File: config.mk
export PLATFORM = sky130hd
export DESIGN_NAME = wb_sw_reg_arbiter
export DESIGN_NICKNAME = d
export VERILOG_FILES = /design/src/rtl/wb_sw_reg_arbiter.sv
export SDC_FILE = /design/constraint.sdc
export NUM_CORES = 1
export LEC_CHECK = 0
export CAP_MARGIN = 20
export CORE_AREA = 2 2 110 112
export CTS_CLUSTER_SIZE = 12
export DETAILED_ROUTE_END_ITERATION = 8
export DIE_AREA = 0 0 112 114
export GPL_TIMING_DRIVEN = 0
export SLEW_MARGIN = 5
export SYNTH_ARGS = -nofsm -noshare
export SYNTH_HDL_FRONTEND = slang
export SYNTH_SLANG_ARGS = --single-unit
File: constraint.sdc
create_clock -name wb_clk_i -period 2.7 [get_ports wb_clk_i]
set_input_delay 0.27 -clock wb_clk_i [delete_from_list [all_inputs] [get_ports wb_clk_i]]
set_output_delay 0.27 -clock wb_clk_i [all_outputs]
set_load 0.005 [all_outputs]
File: src/rtl/wb_sw_reg_arbiter.sv
// Round-robin Wishbone arbiter: N flattened master buses share one slave bus.
// A per-transfer watchdog aborts a strobe the slave never answers and returns err to the master.
module wb_sw_reg_arbiter #(
    parameter int unsigned C_NUM_MASTERS   = 2,
    parameter int unsigned C_WB_DATA_WIDTH = 32,
    parameter int unsigned C_WB_ADDR_WIDTH = 32,
    parameter int unsigned C_BYTE_EN_WIDTH = 4,
    parameter int unsigned C_TIMEOUT       = 255
) (
    input  logic                                         wb_clk_i,
    input  logic                                         wb_rst_i,
    input  logic [C_NUM_MASTERS-1:0]                     m_cyc_i,
    input  logic [C_NUM_MASTERS-1:0]                     m_stb_i,
    input  logic [C_NUM_MASTERS-1:0]                     m_we_i,
    input  logic [C_NUM_MASTERS*C_BYTE_EN_WIDTH-1:0]     m_sel_i,
    input  logic [C_NUM_MASTERS*C_WB_ADDR_WIDTH-1:0]     m_adr_i,
    input  logic [C_NUM_MASTERS*C_WB_DATA_WIDTH-1:0]     m_dat_i,
    output logic [C_WB_DATA_WIDTH-1:0]                   m_dat_o,
    output logic [C_NUM_MASTERS-1:0]                     m_ack_o,
    output logic [C_NUM_MASTERS-1:0]                     m_err_o,
    output logic                                         s_cyc_o,
    output logic                                         s_stb_o,
    output logic                                         s_we_o,
    output logic [C_BYTE_EN_WIDTH-1:0]                   s_sel_o,
    output logic [C_WB_ADDR_WIDTH-1:0]                   s_adr_o,
    output logic [C_WB_DATA_WIDTH-1:0]                   s_dat_o,
    input  logic [C_WB_DATA_WIDTH-1:0]                   s_dat_i,
    input  logic                                         s_ack_i,
    input  logic                                         s_err_i,
    output logic [((C_NUM_MASTERS > 1) ? $clog2(C_NUM_MASTERS) : 1)-1:0] grant_o
);

    localparam int unsigned N  = C_NUM_MASTERS;
    localparam int unsigned DW = C_WB_DATA_WIDTH;
    localparam int unsigned AW = C_WB_ADDR_WIDTH;
    localparam int unsigned BW = C_BYTE_EN_WIDTH;
    localparam int unsigned GW = (N > 1) ? $clog2(N) : 1;
    localparam int unsigned TW = 16;

    typedef enum logic [1:0] {
        ST_IDLE  = 2'd0,
        ST_BUSY  = 2'd1,
        ST_ABORT = 2'd2
    } state_e;

    state_e          state_q, state_d;
    logic [GW-1:0]   grant_q, grant_d;
    logic [GW-1:0]   last_q, last_d;
    logic [TW-1:0]   cnt_q, cnt_d;

    logic [BW-1:0]   sel_a [N];
    logic [AW-1:0]   adr_a [N];
    logic [DW-1:0]   dat_a [N];

    logic            g_cyc, g_stb, g_we;
    logic [BW-1:0]   g_sel;
    logic [AW-1:0]   g_adr;
    logic [DW-1:0]   g_dat;

    logic            found;
    logic [GW-1:0]   pick;
    logic [GW-1:0]   cand;

    // Unflatten the per-master vectors so the granted master can be indexed directly.
    for (genvar i = 0; i < int'(N); i++) begin : g_unpack
        assign sel_a[i] = m_sel_i[i*BW +: BW];
        assign adr_a[i] = m_adr_i[i*AW +: AW];
        assign dat_a[i] = m_dat_i[i*DW +: DW];
    end

    always_comb begin
        g_cyc = m_cyc_i[grant_q];
        g_stb = m_stb_i[grant_q];
        g_we  = m_we_i[grant_q];
        g_sel = sel_a[grant_q];
        g_adr = adr_a[grant_q];
        g_dat = dat_a[grant_q];
    end

    // Round-robin search: first requester after the previous winner, wrapping around.
    always_comb begin
        found = 1'b0;
        pick  = last_q;
        cand  = last_q;
        for (int k = 1; k <= int'(N); k++) begin
            cand = GW'((int'(last_q) + k) % int'(N));
            if (!found && m_cyc_i[cand]) begin
                found = 1'b1;
                pick  = cand;
            end
        end
    end

    always_comb begin
        state_d = state_q;
        grant_d = grant_q;
        last_d  = last_q;
        cnt_d   = '0;
        case (state_q)
            ST_IDLE: begin
                if (found) begin
                    grant_d = pick;
                    last_d  = pick;
                    state_d = ST_BUSY;
                end
            end
            ST_BUSY: begin
                // A cyc drop outranks an expiring watchdog.
                if (!g_cyc) begin
                    state_d = ST_IDLE;
                end else if (g_stb && !s_ack_i && !s_err_i) begin
                    if (cnt_q >= TW'(C_TIMEOUT)) begin
                        state_d = ST_ABORT;
                    end else begin
                        cnt_d = cnt_q + TW'(1);
                    end
                end
            end
            ST_ABORT: state_d = ST_IDLE;
            default:  state_d = ST_IDLE;
        endcase
    end

    always_ff @(posedge wb_clk_i or posedge wb_rst_i) begin
        if (wb_rst_i) begin
            state_q <= ST_IDLE;
            grant_q <= '0;
            last_q  <= GW'(N - 1);
            cnt_q   <= '0;
        end else begin
            state_q <= state_d;
            grant_q <= grant_d;
            last_q  <= last_d;
            cnt_q   <= cnt_d;
        end
    end

    // Slave port follows the grantee only in BUSY; ABORT signals err from the registered state.
    always_comb begin
        s_cyc_o = 1'b0;
        s_stb_o = 1'b0;
        s_we_o  = 1'b0;
        s_sel_o = '0;
        s_adr_o = '0;
        s_dat_o = '0;
        m_ack_o = '0;
        m_err_o = '0;
        m_dat_o = '0;
        case (state_q)
            ST_BUSY: begin
                s_cyc_o          = g_cyc;
                s_stb_o          = g_stb;
                s_we_o           = g_we;
                s_sel_o          = g_sel;
                s_adr_o          = g_adr;
                s_dat_o          = g_dat;
                m_ack_o[grant_q] = s_ack_i;
                m_err_o[grant_q] = s_err_i;
                m_dat_o          = s_dat_i;
            end
            ST_ABORT: begin
                m_err_o[grant_q] = 1'b1;
            end
            default: ;
        endcase
    end

    assign grant_o = grant_q;

endmodule
Yosys cells after proc, flatten, opt, wreduce, memory -nomap -nowiden. Index checks and enable logic that the tools add are counted.

Register bits: 20. Input bits: 178. Output and inout port bits: 108. Logic and storage cells: 74.

Add/sub/neg operators: 3. Order comparisons: 6. Eq/ne operators: 5. Muxes and demuxes: 43. Bitwise operators: 3. Reductions and logical operators: 10.

Operators by type and width (number): $mux W32 (9); $mux W16 (4); $mux W1 (18); $add A16 B1 Y16 const B (1); $ge A16 B8 Y1 const B (1); $mux W4 (4); $mux W2 (5); $pmux W2 S2 (2); $lt A1 B2 Y1 const B (3); $ne A3 B3 Y1 const B (2); $and A2 B2 Y2 (2); $logic_and A1 B1 Y1 (4); $logic_not A1 Y1 (3); $reduce_and A3 Y1 (1); $add A1 B1 Y1 const B (2); $eq A2 B1 Y1 const B (1); $eq A2 B2 Y1 const B (1); $ge A2 B2 Y1 const B (1); $logic_not A2 Y1 (1); $ne A2 B2 Y1 const B (1); $not A1 Y2 (1); $reduce_and A2 Y1 (1); $demux W1 S1 (1); $ge A1 B1 Y1 const B (1).

Longest topological paths before layout. Gate-level depths: netlist of run 1.

Word-level depth: 9. Mapped depth: 6.

Least setup slack after synthesis of run 1. OpenSTA, ideal clock, no wires.

Path type: reg2out. From: reg state_q[1]. To: out s_adr_o[16]. Arrival: 1299 ps. Path slack: 1131 ps. Stages on the path, launching flop included: 6. Cell sequence: dfrtp_1 -> inv_1 -> ha_1 -> clkbuf_1 -> clkbuf_1 -> nor2b_1.

Cells in the longest elaborated chain, start to end: 2.

RTL lines: from (decl) (line 46) `state_e state_q, state_d;`; from (signal assigned) (line 131) `state_q <= state_d;`; $eq A2 B1 Y1 (line 149) `case (state_q)`; $mux W32 (line 149); to (decl) (line 25) `output logic [C_WB_ADDR_WIDTH-1:0] s_adr_o,`.

Every way passes these cells.

Worst setup path after layout of run 1.
From: reg state_q[1]. To: out s_adr_o[21].

Same word-level chain as after synthesis.

==> impl_metrics.tcl, run 1 <==
set metrics [dict create \
    netlist_instances 272 \
    dp_hpwl_um 10900 \
    cts-root-buf "clkbuf_16" \
    hold_viol_final 0 \
    worst-setup-path-type "reg -> out" \
    postCtsSetupBuffers 0 \
    ir_drop_mv 0.375 \
    portBuffers 285 \
    mostFrequentLayoutCell "clkdlybuf4s50_1" \
    boundaryPins 286 \
    tightest_slew_ns 0.731 \
    detail-route-antenna-nets 0 \
    synth_top_cells_by_area "mux2i_1 (31%), dfrtp_1 (21%), nor2b_1 (19%), and2_1 (8.7%), ha_1 (2.2%)" \
    cts.sinks 20 \
    timing.rr.start "grant_o" \
    power.density_nw_per_um2 721 \
    slew-limit-headroom_pct 51.2 \
    drive_above_1_share_pct 3.87 \
    clkTransAtPathRegs_ns 0.05 \
    via_count 2953 \
    async_reset_ff_share_pct 100 \
    grt_pass1_wl_um 18100 \
    grt_usage_pct 18.1 \
    critPathLaunchType "flop" \
    yosys.area.top_type_share_pct 30.5 \
    area_delta_synth_final_pct 137 \
    layout_common_cells "clkdlybuf4s50_1 (285), mux2i_1 (70), nor2b_1 (70)" \
    slew_violations 0 \
    yosys.area.top_type "mux2i_1" \
    final_core_util_pct 46.5 \
    worstSetupStartpoint "state_q[1]" \
    placed_cells 711 \
    reg2reg_to "cnt_q[2]" \
    cts_hold_buf 0 \
    grt_pass1_vias 3016 \
    row_count 40 \
    reg2reg_depth 6 \
    stdcell_count 715 \
    maxCapViolCount 0 \
    drt_iter0_drc 119 \
    cts_tree "yes" \
    clock_latency_ns 0.25 \
    fin_nets 751 \
    ys_seq_area_share_pct 21.9 \
    rsz0062_at_grt "no" \
    antenna_found_initial 0 \
    setup_viol 0 \
    ys.flop_type "dfrtp_1" \
    htreeDepth 1 \
    place_congestion 0.846 \
    num-fill-cells 1167 \
    synth_seq_cells 20 \
    coreArea_um2 11700 \
    final.period_utilization_pct 92.0 \
    cp.required_ns 2.43 \
    post_synth.cell_area_avg_um2 8.44 \
    period_minus_slack_ns 2.48 \
    seq_area_um2 502 \
    fin_tns_setup_ns 0 \
    drc 0 \
    status "completed" \
    die-area_um2 12800 \
    avgViaCountPerCell 4.13 \
    grt_max_degree 21 \
    initial_core_util_pct 19.6 \
    crit_fanout 10 \
    max_freq_ghz 0.403 \
    synth-edff-count 0 \
    power.leakage_nw 2.23 \
    antennaDiodeCount 0 \
    crit_arrival_ns 2.21 \
    finalClockSkew_ns 0.00244 \
    yosys_warnings 0 \
    dieHeight_um 114 \
    yosysUniqueCellTypes 31 \
    multiInputGateArea_um2 1710 \
    syn_area_um2 2300 \
    wl_per_cell_um 17.5 \
    numCtsBuffers 3 \
    die_w_um 112 \
    reg2reg_slack_ns 1.01 \
    clock_path_buffers 2 \
    hp-class "in -> async" \
    first_pass_iters 4 \
    crit_path_end_kind "output port" \
    crit_path_end "s_adr_o[21]" \
    finalWirelength_um 12500 \
    grt_overflow 0 \
]
[cells by family (layout without fill, tap and decap cells)]
group                      Yosys count  in the layout  synth area share, %
and+or+nand+nor                    133            133                 34.5
muxes                               71             71                 31.0
buffers and inverters               27            316                 5.01
DFF                                 20             20                 21.9
AOI/OAI and AO/OA                   10             10                 3.00
xor gates and xnor gates             6              6                 2.29
adders and majority gates            4              4                 2.18
other                                1              8                0.163
[how the worst min path moves through the flow]
stage	endpoint	slack [ns]
after floorplan	cnt_q[0]	0.23
after CTS	cnt_q[0]	0.46
after detailed placement	cnt_q[0]	0.45
after global routing	cnt_q[0]	0.50
after global placement	cnt_q[0]	0.44
final	cnt_q[8]	0.44
[report_power, final]
| part | total, mW | internal [mW] | switching [mW] | leakage, nW |
|---|---|---|---|---|
| logic | 3.27 | 1.97 | 1.30 | 1.94 |
| registers | 0.357 | 0.338 | 0.0197 | 0.253 |
| clock network | 0.301 | 0.201 | 0.100 | 0.0382 |
[worst max-delay path, stage by stage, from the launching register on]
cell and delay (ns):
dfrtp_1 0.39, inv_1 0.09, ha_2 0.26, buf_2 0.26
clkbuf_2 0.24, nor2b_1 0.19, clkdlybuf4s50_1 0.53
[sequential cells by signal, summed over array words and instances (netlist names)]
name / count
cnt_q: 16
state_q: 2
grant_o: 1
last_q: 1
[per-layer routing]
layer | vias to the layer above | wire (um) | global-route usage (%)
li1 | 1483 | - | -
met1 | 1361 | 5280 | 22.7
met2 | 103 | 6360 | 32.6
met3 | 6 | 836 | 4.57
met4 | 0 | 55 | 1.87
met5 | - | 0 | 0
[metrics by stage]
stage	worst slack [ns]	instance area, um2	total power [mW]	hold slack [ns]
after detailed placement	0.0932	5360	3.65	0.449
after CTS	0.0519	5440	3.97	0.456
after floorplan	1.13	2320	1.80	0.233
final	0.217	5450	3.93	0.445
after global placement	0.155	5360	3.62	0.444
after global routing	0.0346	5450	4.19	0.502
[synth_stat cells, types with 2 or more instances]
| cell | number |
|---|---|
| nand3_1 | 4 |
| mux2i_1 | 70 |
| xnor2_1 | 3 |
| nor2_1 | 12 |
| dfrtp_1 | 19 |
| nor4_1 | 2 |
| a21oi_1 | 3 |
| nor2b_1 | 70 |
| ha_1 | 4 |
| a31oi_1 | 2 |
| clkbuf_1 | 12 |
| inv_1 | 6 |
| xor2_1 | 3 |
| nand2_1 | 6 |
| and2_1 | 32 |
| and3_1 | 2 |
| buf_2 | 8 |
[final cells by class]
class                      count  area share, %
timing repair buffer         285           52.4
inverter                       6          0.413
buffer                        21           1.84
clock buffer                   4           1.45
sequential                    20           9.21
tap                          147           3.38
multi-input combinational    232           31.4
[what timing repair did]
action / 4_1_cts / 5_1_grt
pin swaps: 0 / 0
gates resized for setup: 4 / 6
setup endpoints to repair: 50 / 27
gates cloned: 0 / 0
endpoints found under the hold margin: 0 / 0
No activity file was read; power rests on OpenSTA's default activity.
==> inputs of run 2 (changes only) <==
--- a/config.mk
+++ b/config.mk
@@ -11,6 +11,8 @@
 export DETAILED_ROUTE_END_ITERATION = 8
 export DIE_AREA = 0 0 112 114
 export GPL_TIMING_DRIVEN = 0
+export HOLD_SLACK_MARGIN = 0.02
+export SKIP_CTS_REPAIR_TIMING = 1
 export SLEW_MARGIN = 5
 export SYNTH_ARGS = -nofsm -noshare
 export SYNTH_HDL_FRONTEND = slang
==> impl_metrics.tcl, run 2 (synthesized netlist as in run 1, its figures left out) <==
set metrics [dict create \
    drc 0 \
    avgViaCountPerCell 4.13 \
    period_minus_slack_ns 2.49 \
    placed_cells 711 \
    largest_reg_flops 16 \
    crit_fanout 10 \
    cts-root-buf "clkbuf_16" \
    largest-register "cnt_q" \
    max_freq_ghz 0.401 \
    dieHeight_um 114 \
    row_count 40 \
    grt_pass1_vias 3016 \
    detail-route-antenna-nets 0 \
    coreArea_um2 11700 \
    layout_common_cells "clkdlybuf4s50_1 (285), mux2i_1 (70), nor2b_1 (70)" \
    mostFrequentLayoutCell "clkdlybuf4s50_1" \
    grt_overflow 0 \
    hp-class "in -> async" \
    grt_max_degree 21 \
    slew-limit-headroom_pct 51.2 \
    initial_core_util_pct 19.6 \
    reg_top3 "cnt_q: 16 flops, state_q: 2 flops" \
    clkTransAtPathRegs_ns 0.05 \
    fin_nets 751 \
    finalClockSkew_ns 0.00244 \
    via_count 2953 \
    p_total_mw 3.93 \
    maxCapViolCount 0 \
    htreeDepth 1 \
    portBuffers 285 \
    setup_viol 0 \
    slew_violations 0 \
    power.leakage_nw 2.23 \
    numCtsBuffers 3 \
    status "completed" \
    tightest_slew_ns 0.731 \
    num-fill-cells 1168 \
    hold_viol_final 0 \
    cts.sinks 20 \
    first_pass_iters 4 \
    final.period_utilization_pct 92.3 \
    worst-setup-path-type "reg -> out" \
    grt_pass1_wl_um 18100 \
    crit_path_end_kind "output port" \
    rsz0062_at_grt "no" \
    wl_per_cell_um 17.5 \
    antennaDiodeCount 0 \
    seq_area_um2 502 \
    cp.required_ns 2.43 \
    dp_hpwl_um 10900 \
    die_w_um 112 \
    reg2reg_slack_ns 1.01 \
    ir_drop_mv 0.375 \
    finalWirelength_um 12500 \
    multiInputGateArea_um2 1710 \
    boundaryPins 286 \
    die-area_um2 12800 \
    power.density_nw_per_um2 721 \
    clock_latency_ns 0.25 \
    cts_tree "yes" \
    drt_iter0_drc 119 \
    antenna_found_initial 0 \
    drive_above_1_share_pct 3.70 \
    area_delta_synth_final_pct 137 \
    grt_usage_pct 18.1 \
    critPathLaunchType "flop" \
    clock_path_buffers 2 \
    place_congestion 0.846 \
    crit_arrival_ns 2.22 \
    stdcell_count 715 \
]
[run 2: cell count changes in the layout (fill, tap and decap cells not counted)]
| cell | before | now |
|---|---|---|
| clkbuf_2 | 5 | 4 |
| clkbuf_1 | 7 | 8 |
[run 2: final timing paths]
| path | cells past startpoint | startpoint | end |
|---|---|---|---|
| min reg2reg | 1 | cnt_q[0] | cnt_q[0] |
| min | 2 | wb_rst_i | cnt_q[8] |
| max in group asynchronous | 2 | wb_rst_i | grant_o |
| max reg2reg | 6 | grant_o | cnt_q[2] |
| min in group wb_clk_i | 1 | cnt_q[0] | cnt_q[0] |
| max | 6 | state_q[1] | m_dat_o[7] |
[run 2: area by class of cell]
type / count / share of cell area (%)
plain buffers: 21 / 1.81
inverters: 6 / 0.414
multi-input cells: 232 / 31.4
well taps: 147 / 3.38
clock buffers: 4 / 1.45
flip-flops and latches: 20 / 9.21
repair buffers: 285 / 52.4
[run 2: routing by layer]
layer,GRT usage [%],wire [um]
met1,22.7,5280
met2,32.6,6360
met3,4.57,836
met4,1.87,55
met5,0,0
[run 2: through the flow]
| stage | util [%] | setup slack (ns) | hold slack [ns] | TNS [ns] | instance area, um2 |
|---|---|---|---|---|---|
| detailed placement | 45.8 | 0.0932 | 0.449 | 0 | 5360 |
| finish | 46.5 | 0.207 | 0.445 | 0 | 5450 |
| global route | 46.5 | 0.00147 | 0.502 | 0 | 5450 |
| floorplan | - | 1.13 | 0.233 | 0 | 2320 |
| global placement | 45.8 | 0.155 | 0.444 | 0 | 5360 |
| CTS | 46.4 | -0.187 | 0.456 | -5.30 | 5440 |
[run 2: report_power, final]
part / internal (mW) / switching, mW / total, mW
clock: 0.201 / 0.100 / 0.301
combinational: 1.97 / 1.30 / 3.27
sequential: 0.338 / 0.0197 / 0.357
[run 2: critical path: stages (launching register included)]
cell and delay (ns):
dfrtp_1 0.39, inv_1 0.09, ha_2 0.26, buf_2 0.26, clkbuf_1 0.29, and2_1 0.18, clkdlybuf4s50_1 0.51
